--- config.mk ---
export PLATFORM = sky130hd
export DESIGN_NAME = approx_mul_rr_sched
export DESIGN_NICKNAME = d
export VERILOG_FILES = /design/src/rtl/approx_mul_rr_sched.sv
export SDC_FILE = /design/constraint.sdc
export NUM_CORES = 1
export LEC_CHECK = 0
export ABC_AREA = 1
export CAP_MARGIN = 20
export CELL_PAD_IN_SITES_DETAIL_PLACEMENT = 0
export CELL_PAD_IN_SITES_GLOBAL_PLACEMENT = 1
export CORE_AREA = 8 8 140 142
export CTS_CLUSTER_DIAMETER = 120
export DETAILED_ROUTE_END_ITERATION = 6
export DIE_AREA = 0 0 148 150
export GPL_ROUTABILITY_DRIVEN = 0
export PLACE_DENSITY = 0.83
export REMOVE_ABC_BUFFERS = 1
export SYNTH_ARGS = -nofsm -noshare
export SYNTH_HDL_FRONTEND = slang
export SYNTH_SLANG_ARGS = --single-unit
--- constraint.sdc ---
create_clock -name clk -period 13.67 [get_ports clk]
set_input_delay 2.734 -clock clk [delete_from_list [all_inputs] [get_ports clk]]
set_output_delay 2.734 -clock clk [all_outputs]
set_load 0.02 [all_outputs]
--- src/rtl/approx_mul_rr_sched.sv ---
// Shares one 2-stage 8x8 multiplier (exact or 3-term approximate) among NUM_REQ round-robin requesters.
// Latency: exactly 2 cycles from accept to resp_valid; 1 result per cycle when not stalled.
// Backpressure: a held response (resp_valid & !resp_ready) freezes both stages and drops every req_ready.
module approx_mul_rr_sched #(
  parameter int NUM_REQ = 4,
  parameter int IDW     = 2,
  parameter int CNT_W   = 16
) (
  input  logic                 clk,
  input  logic                 rst,
  input  logic [NUM_REQ-1:0]   req_valid,
  output logic [NUM_REQ-1:0]   req_ready,
  input  logic [8*NUM_REQ-1:0] req_x,
  input  logic [8*NUM_REQ-1:0] req_y,
  input  logic [NUM_REQ-1:0]   req_approx,
  output logic                 resp_valid,
  input  logic                 resp_ready,
  output logic [IDW-1:0]       resp_id,
  output logic [15:0]          resp_z,
  output logic                 resp_approx,
  output logic                 busy,
  output logic [CNT_W-1:0]     op_count
);

  logic           adv;
  logic           accept;
  logic           gnt_found;
  logic [IDW-1:0] gnt_id;
  logic [IDW-1:0] rr_ptr;
  logic [7:0]     gnt_x;
  logic [7:0]     gnt_y;
  logic           gnt_approx;

  logic           s1_valid;
  logic [IDW-1:0] s1_id;
  logic [7:0]     s1_x;
  logic [7:0]     s1_y;
  logic           s1_approx;

  // Exact product, or the approximation that keeps y*x[7:2] plus only the three
  // top partial-product bits from x[1:0]*y (a, b as a half adder, c at weight 256).
  function automatic logic [15:0] mul_f(input logic [7:0] x, input logic [7:0] y, input logic ap);
    logic        a;
    logic        b;
    logic        c;
    logic [15:0] hi;
    a  = x[0] & y[7];
    b  = x[1] & y[6];
    c  = x[1] & y[7];
    hi = 16'(x[7:2]) * 16'(y);
    if (ap)
      mul_f = (hi << 2) + (16'(a ^ b) << 7) + (16'(a & b) << 8) + (16'(c) << 8);
    else
      mul_f = 16'(x) * 16'(y);
  endfunction

  assign adv  = !resp_valid || resp_ready;
  assign busy = s1_valid || resp_valid;

  // Round-robin pick: first valid at or above rr_ptr, otherwise wrap to the lowest valid.
  always_comb begin
    gnt_found = 1'b0;
    gnt_id    = '0;
    for (int i = 0; i < NUM_REQ; i++) begin
      if (!gnt_found && req_valid[i] && (IDW'(i) >= rr_ptr)) begin
        gnt_found = 1'b1;
        gnt_id    = IDW'(i);
      end
    end
    for (int i = 0; i < NUM_REQ; i++) begin
      if (!gnt_found && req_valid[i]) begin
        gnt_found = 1'b1;
        gnt_id    = IDW'(i);
      end
    end
  end

  // One-hot ready for the winner plus its operand mux; nothing is granted during reset.
  always_comb begin
    req_ready  = '0;
    gnt_x      = '0;
    gnt_y      = '0;
    gnt_approx = 1'b0;
    for (int i = 0; i < NUM_REQ; i++) begin
      if (IDW'(i) == gnt_id) begin
        req_ready[i] = !rst && adv && gnt_found;
        gnt_x        = req_x[8*i +: 8];
        gnt_y        = req_y[8*i +: 8];
        gnt_approx   = req_approx[i];
      end
    end
  end

  assign accept = |req_ready;

  // Stage 1: capture the granted operands; empties when advancing without an accept.
  always_ff @(posedge clk or posedge rst) begin
    if (rst) begin
      s1_valid  <= 1'b0;
      s1_id     <= '0;
      s1_x      <= '0;
      s1_y      <= '0;
      s1_approx <= 1'b0;
    end else if (adv) begin
      s1_valid <= accept;
      if (accept) begin
        s1_id     <= gnt_id;
        s1_x      <= gnt_x;
        s1_y      <= gnt_y;
        s1_approx <= gnt_approx;
      end
    end
  end

  // Stage 2: compute the product; this register is the response channel itself.
  always_ff @(posedge clk or posedge rst) begin
    if (rst) begin
      resp_valid  <= 1'b0;
      resp_id     <= '0;
      resp_z      <= '0;
      resp_approx <= 1'b0;
    end else if (adv) begin
      resp_valid  <= s1_valid;
      resp_id     <= s1_id;
      resp_z      <= mul_f(s1_x, s1_y, s1_approx);
      resp_approx <= s1_approx;
    end
  end

  // Pointer moves past the winner on accept; approximate accepts bump a saturating counter.
  always_ff @(posedge clk or posedge rst) begin
    if (rst) begin
      rr_ptr   <= '0;
      op_count <= '0;
    end else if (accept) begin
      rr_ptr <= (gnt_id == IDW'(NUM_REQ - 1)) ? '0 : gnt_id + IDW'(1);
      if (gnt_approx && (op_count != '1))
        op_count <= op_count + CNT_W'(1);
    end
  end

endmodule
==> flow_summary.yaml, run 1 <==
die:
  core_area_mm2: 0.0175
  rows: 49
  die_w_um: 148
  start_util: 0.407
  die_h_um: 150
  die-area_mm2: 0.0222
  ios: 116
cts:
  post-cts-setup-buffers: 0
  cts_tree: "done"
  clock_sinks: 58
  cts-htree-levels: 3
  cts_root_buf: "clkbuf_16"
  clock_latency_ps: 340
  cts_max_path_buffers: 2
  cts_made_buffers: 9
  cts_resized: 0
  postCtsHoldBufs: 0
  cts.reportedPaths.clkPinSlew_ps: 50
cells_and_area:
  stdcell_count: 1348
  layout-drive-gt1-share: 0.0286
  area_delta_synth_final_pct: 23.0
  nets: 1311
  fin_util: 0.501
global_route:
  grtUsageTotal: 0.179
  grt_max_degree: 62
  grt_antenna_before_repair: 1
  grt_pass1_wl_mm: 32.4
  grt_overflow: 0
  grt_pass1_vias: 6762
route:
  drc: 0
  drtPass1Iterations: 5
  totalWireLength_mm: 18.7
  viasPerCell: 4.77
  via_count: 6426
  drtIter0Drc: 327
  wl_per_cell_um: 13.8
  final_antenna_net_count: 0
place:
  io_buffer_count: 115
  place_ws_ps: 4690
  placed_cells: 1330
  dpl.hpwl_mm: 15.2
synth:
  synth_area_leaders: "dfrtp_1 (20%), nand2_1 (16%), fa_1 (16%)"
  synth_seq_cells: 58
  ys_warn_count: 0
  synth_edf_count: 0
  synth_top_area_share: 0.203
  ys_types: 37
  synth_common_cells: "nand2_1 (308), inv_1 (201), nand3_1 (75)"
  synthMostInstantiatedCell: "nand2_1"
  avgSynthCellArea_um2: 6.96
  synth_ff_type: "dfrtp_1"
  synth_top_area_cell: "dfrtp_1"
  syn_area_mm2: 0.00714
  syn_inst: 1026
  synth.yosys.seq_area_share: 0.203
  synthArstFlopShare: 1.00
sta:
  relSlewSlack: 0.487
  rsz0062_at_grt: "false"
  fmax_ghz: 0.110
  post-route-min-period_ps: 9070
  setup_ws_ps: 4600
  whs_ps: 478
  setup_viol: 0
  hold_viol_final: 0
  fin_setup_tns_ps: 0
  fin_crit_sh: 0.664
  slew_violations: 0
  worst_pin_slew_ps: 769
  skew_ps: 10.3
setup_path:
  cp.arrival_ps: 6340
  required_ps: 10940
  critPathKind: "in2out"
  cp-end-kind: "output port"
  startpoint_type: "input pin"
  critPathMaxFanout: 20
power_and_ir_drop:
  leakage_nw: 4.77
  ir_drop_v: 0.000115
  power.density_mw_per_mm2: 234
job:
  maxCapViolCount: 0
outcome:
  status: "completed"
min_path:
  hold_class: "reg2reg"
-- path summary, 6_finish.rpt --
| kind | start | endpoint | slack, ps | cells after the start |
|---|---|---|---|---|
| setup / recovery | req_valid[0] | req_ready[1] | 4600 | 12 |
| hold / removal | resp_z[12] | resp_z[12] | 480 | 2 |
| setup reg to reg | s1_x[2] | resp_z[12] | 8430 | 24 |
| hold reg to reg | resp_z[12] | resp_z[12] | 480 | 2 |
| max in group asynchronous | rst | s1_y[2] | 10220 | 3 |
| min in group asynchronous | rst | resp_z[8] | 2940 | 3 |
-- logic make-up (layout without fill, tap and decap cells) --
group | count (synthesis) | in the layout | synth area share
buffers and inverters | 246 | 338 | 0.135
AO/OA/AOI/OAI | 120 | 120 | 0.0933
adder cells (fa/ha/maj) | 123 | 123 | 0.274
AND/OR/NAND/NOR | 454 | 454 | 0.263
flip-flops | 58 | 58 | 0.203
XOR/XNOR | 25 | 25 | 0.0307
other | 0 | 1 | 0
-- area by class of cell --
| cell class | count | area [um^2] |
|---|---|---|
| clock inverters | 4 | 97.6 |
| flip-flops and latches | 58 | 1450 |
| inverters | 204 | 768 |
| multi-input cells | 722 | 4720 |
| fillers | 1793 | 8760 |
| repair buffers | 118 | 1190 |
| well taps | 229 | 287 |
| diodes | 1 | 2.50 |
| clock buffers | 12 | 256 |
-- cell usage in the layout (no fill, tap or decap), drive strengths merged --
cell,instances
a21oi,46
a22o,1
a31oi,3
a32o,1
buf,3
bufinv,3
clkbuf,12
clkdlybuf4s50,115
clkinv,1
clkinvlp,1
dfrtp,58
diode,1
fa,56
ha,67
inv,203
nand2,311
nand3,75
nand3b,4
nand4,9
nor2,45
nor3,8
nor4,1
o2111ai,2
o21ai,62
o21bai,4
o31a,1
or2,1
xnor2,10
xor2,15
-- per-stage QoR --
stage	instance area [um^2]	power [mW]
6_report	8780	2.05
5_1_grt	8780	2.32
4_1_cts	8750	2.08
3_5_place_dp	8390	1.80
3_3_place_gp	8390	1.79
2_1_floorplan	6940	1.36
-- sequential cells by signal (all words and copies together), names as in the netlist --
| register | flops |
|---|---|
| s1_y | 8 |
| s1_x | 8 |
| s1_id | 2 |
| s1_approx | 1 |
| rr_ptr | 2 |
| op_count | 16 |
| resp_z | 16 |
| resp_valid | 1 |
| s1_valid | 1 |
| resp_id | 2 |
| resp_approx | 1 |
-- layer usage --
metal  vias to the layer above  share of wire  GRT usage
li1                       3332              -          -
met1                      2965           0.46      0.222
met2                       113           0.48      0.304
met3                        16          0.050     0.0457
met4                         0         0.0098     0.0428
met5                         -              0          0
-- critical path, cell delays in order --
cell	delay, ps
clkdlybuf4s50_1	460
inv_1	80
nor2_1	60
o21ai_2	150
nand2_1	100
nor2_1	90
inv_1	40
o21ai_0	410
ha_1	730
clkinv_1	620
nor2_1	230
clkdlybuf4s50_1	630
-- power breakdown --
part           leakage (nW)  internal [mW]  switching, mW
Clock                 0.169          0.188         0.0783
Sequential            0.748          0.238         0.0965
Combinational          3.85          0.561          0.893
Total                  4.77          0.986           1.07
Power figures use the tool's default switching activity.
==> run 2: changes to the inputs <==
--- a/config.mk
+++ b/config.mk
@@ -9,12 +9,12 @@
 export CAP_MARGIN = 20
 export CELL_PAD_IN_SITES_DETAIL_PLACEMENT = 0
 export CELL_PAD_IN_SITES_GLOBAL_PLACEMENT = 1
-export CORE_AREA = 8 8 140 142
+export CORE_AREA = 8 8 143 145
 export CTS_CLUSTER_DIAMETER = 120
 export DETAILED_ROUTE_END_ITERATION = 6
-export DIE_AREA = 0 0 148 150
+export DIE_AREA = 0 0 151 153
 export GPL_ROUTABILITY_DRIVEN = 0
-export PLACE_DENSITY = 0.83
+export PLACE_DENSITY = 0.8
 export REMOVE_ABC_BUFFERS = 1
 export SYNTH_ARGS = -nofsm -noshare
 export SYNTH_HDL_FRONTEND = slang
==> constraint.sdc (replaced) <==
create_clock -name clk -period 9.1 [get_ports clk]
set_input_delay 1.82 -clock clk [delete_from_list [all_inputs] [get_ports clk]]
set_output_delay 1.82 -clock clk [all_outputs]
set_load 0.02 [all_outputs]
==> run 2 against run 1 <==
Net effect:
- clock power increased by 19%
- clock-buffer cell count decreased by 2
- critical endpoint unchanged
- total power increased by 46%
- sequential power increased by 50%
- register-to-register slack got worse by 4600 ps
- largest power group unchanged
- final cell count increased by 0.30%
==> flow_summary.yaml, run 2 (synthesis results as in run 1) <==
route:
  via_count: 6479
  drtPass1Iterations: 5
  wl_per_cell_um: 14.0
  totalWireLength_mm: 19.0
  drtIter0Drc: 358
  final_antenna_net_count: 0
  drc: 0
  viasPerCell: 4.79
min_path:
  hold_class: "reg2reg"
setup_path:
  cp.arrival_ps: 5410
  crit_buf_inv: 5
  startpoint_type: "input pin"
  critPathMaxFanout: 20
  critPathKind: "in2out"
  crit_family: "buffers and inverters"
  max_stage_delay_ps: 710
  critPathSlowestCell: "ha_1"
  path_common_cell: "nor2_1"
  crit_chain: "clkdlybuf4s50_1 > inv_1 > nor2_1 > o21ai_2 > nand2_1 > nor2_1 > inv_1 > o21ai_0 > ha_1 > clkinv_1 > nor2_1 > clkdlybuf4s50_1"
  required_ps: 7280
  cp-end-kind: "output port"
cells_and_area:
  multi_input_area_mm2: 0.00472
  layout-drive-gt1-share: 0.0295
  final_common_cell: "nand2_1"
  largestRegisters: "op_count: 16 flops, resp_z: 16 flops"
  final_cell_mix: "nand2_1 (308), inv_1 (200), clkdlybuf4s50_1 (115), nand3_1 (75), ha_1 (67)"
  nets: 1311
  fin_area_mm2: 0.00869
  seq_area_mm2: 0.00145
  antenna_cells: 0
  stdcell_count: 1352
  n_fill_cell: 1869
  area_delta_synth_final_pct: 21.7
  fin_util: 0.476
global_route:
  grt_pass1_vias: 6925
  grtUsageTotal: 0.174
  grt_pass1_wl_mm: 32.9
  grt_max_degree: 62
  grt_overflow: 0
  grt_antenna_before_repair: 0
place:
  placed_cells: 1336
  dpl_cell_area_mm2: 0.00841
  dpl.hpwl_mm: 15.5
  io_buffer_count: 115
die:
  core_area_mm2: 0.0183
  start_util: 0.391
  ios: 116
  rows: 50
  die_h_um: 153
  die_w_um: 151
  die-area_mm2: 0.0231
cts:
  cts_max_path_buffers: 2
  cts_root_buf: "clkbuf_16"
  cts.reportedPaths.clkPinSlew_ps: 50
  post-cts-setup-buffers: 0
  cts_resized: 0
  cts_made_buffers: 9
  cts_tree: "done"
  postCtsHoldBufs: 0
  cts-htree-levels: 3
  clock_sinks: 58
  clock_latency_ps: 340
sta:
  post-route-min-period_ps: 7230
  relSlewSlack: 0.462
  fmax_ghz: 0.138
  fin_crit_sh: 0.795
  hold_viol_final: 0
  skew_ps: 9.34
  rsz0062_at_grt: "false"
  slew_violations: 0
  worst_pin_slew_ps: 807
  setup_viol: 0
  fin_setup_tns_ps: 0
power_and_ir_drop:
  ir_drop_v: 0.000171
  power.density_mw_per_mm2: 345
  totalPowerFinal_mw: 3.00
  leakage_nw: 4.73
job:
  maxCapViolCount: 0
outcome:
  status: "completed"
-- run 2: cell count changes in the layout (fill, tap and decap cells not counted), sizes merged --
cell / change
bufinv: -3
clkbuf: -2
clkinv: +4
clkinvlp: +1
diode: -1
-- run 2: worst min-delay path, delay by kind of cell, from the launching register on --
| family | cells | cell delay (ps) |
|---|---|---|
| buffers and inverters | 1 | 60 |
| DFF | 1 | 310 |
| and+or+nand+nor | 1 | 60 |
-- run 2: cell type report --
| class | count | area share |
|---|---|---|
| inverters | 204 | 0.0884 |
| multi-input cells | 722 | 0.543 |
| clock buffers | 10 | 0.0275 |
| well taps | 234 | 0.0337 |
| flip-flops and latches | 58 | 0.167 |
| clock inverters | 6 | 0.00490 |
| repair buffers | 118 | 0.135 |
-- run 2: routing by layer --
metal	share of wire	track usage	up-vias	routed length, um
li1	-	-	3327	-
met1	0.46	0.219	2994	8660
met2	0.48	0.293	136	9080
met3	0.054	0.0425	22	1030
met4	0.012	0.0363	0	225
met5	0	0	-	0
-- run 2: report_power, final --
part	switching [mW]	internal (mW)	total (mW)	leakage (nW)
registers	0.144	0.357	0.501	0.748
clock network	0.126	0.191	0.317	0.134
logic	1.35	0.835	2.18	3.84
-- run 2: worst paths after layout --
| check | slack, ps | cells after the start | end | from |
|---|---|---|---|---|
| min in group asynchronous | 2030 | 3 | op_count[15] | rst |
| max in group asynchronous | 6520 | 3 | s1_y[5] | rst |
| worst max-delay path | 1870 | 12 | req_ready[1] | req_valid[0] |
| worst min-delay path | 470 | 2 | resp_valid | s1_valid |
| worst min register to register | 470 | 2 | resp_valid | s1_valid |
| worst max register to register | 3790 | 24 | resp_z[12] | s1_x[7] |
-- run 2: per-stage QoR --
stage          hold slack [ps]  setup WS, ps
4_1_cts                    478          1880
3_5_place_dp               475          1880
3_3_place_gp               468          2010
5_1_grt                    499          1570
2_1_floorplan              435          3370
6_report                   474          1870
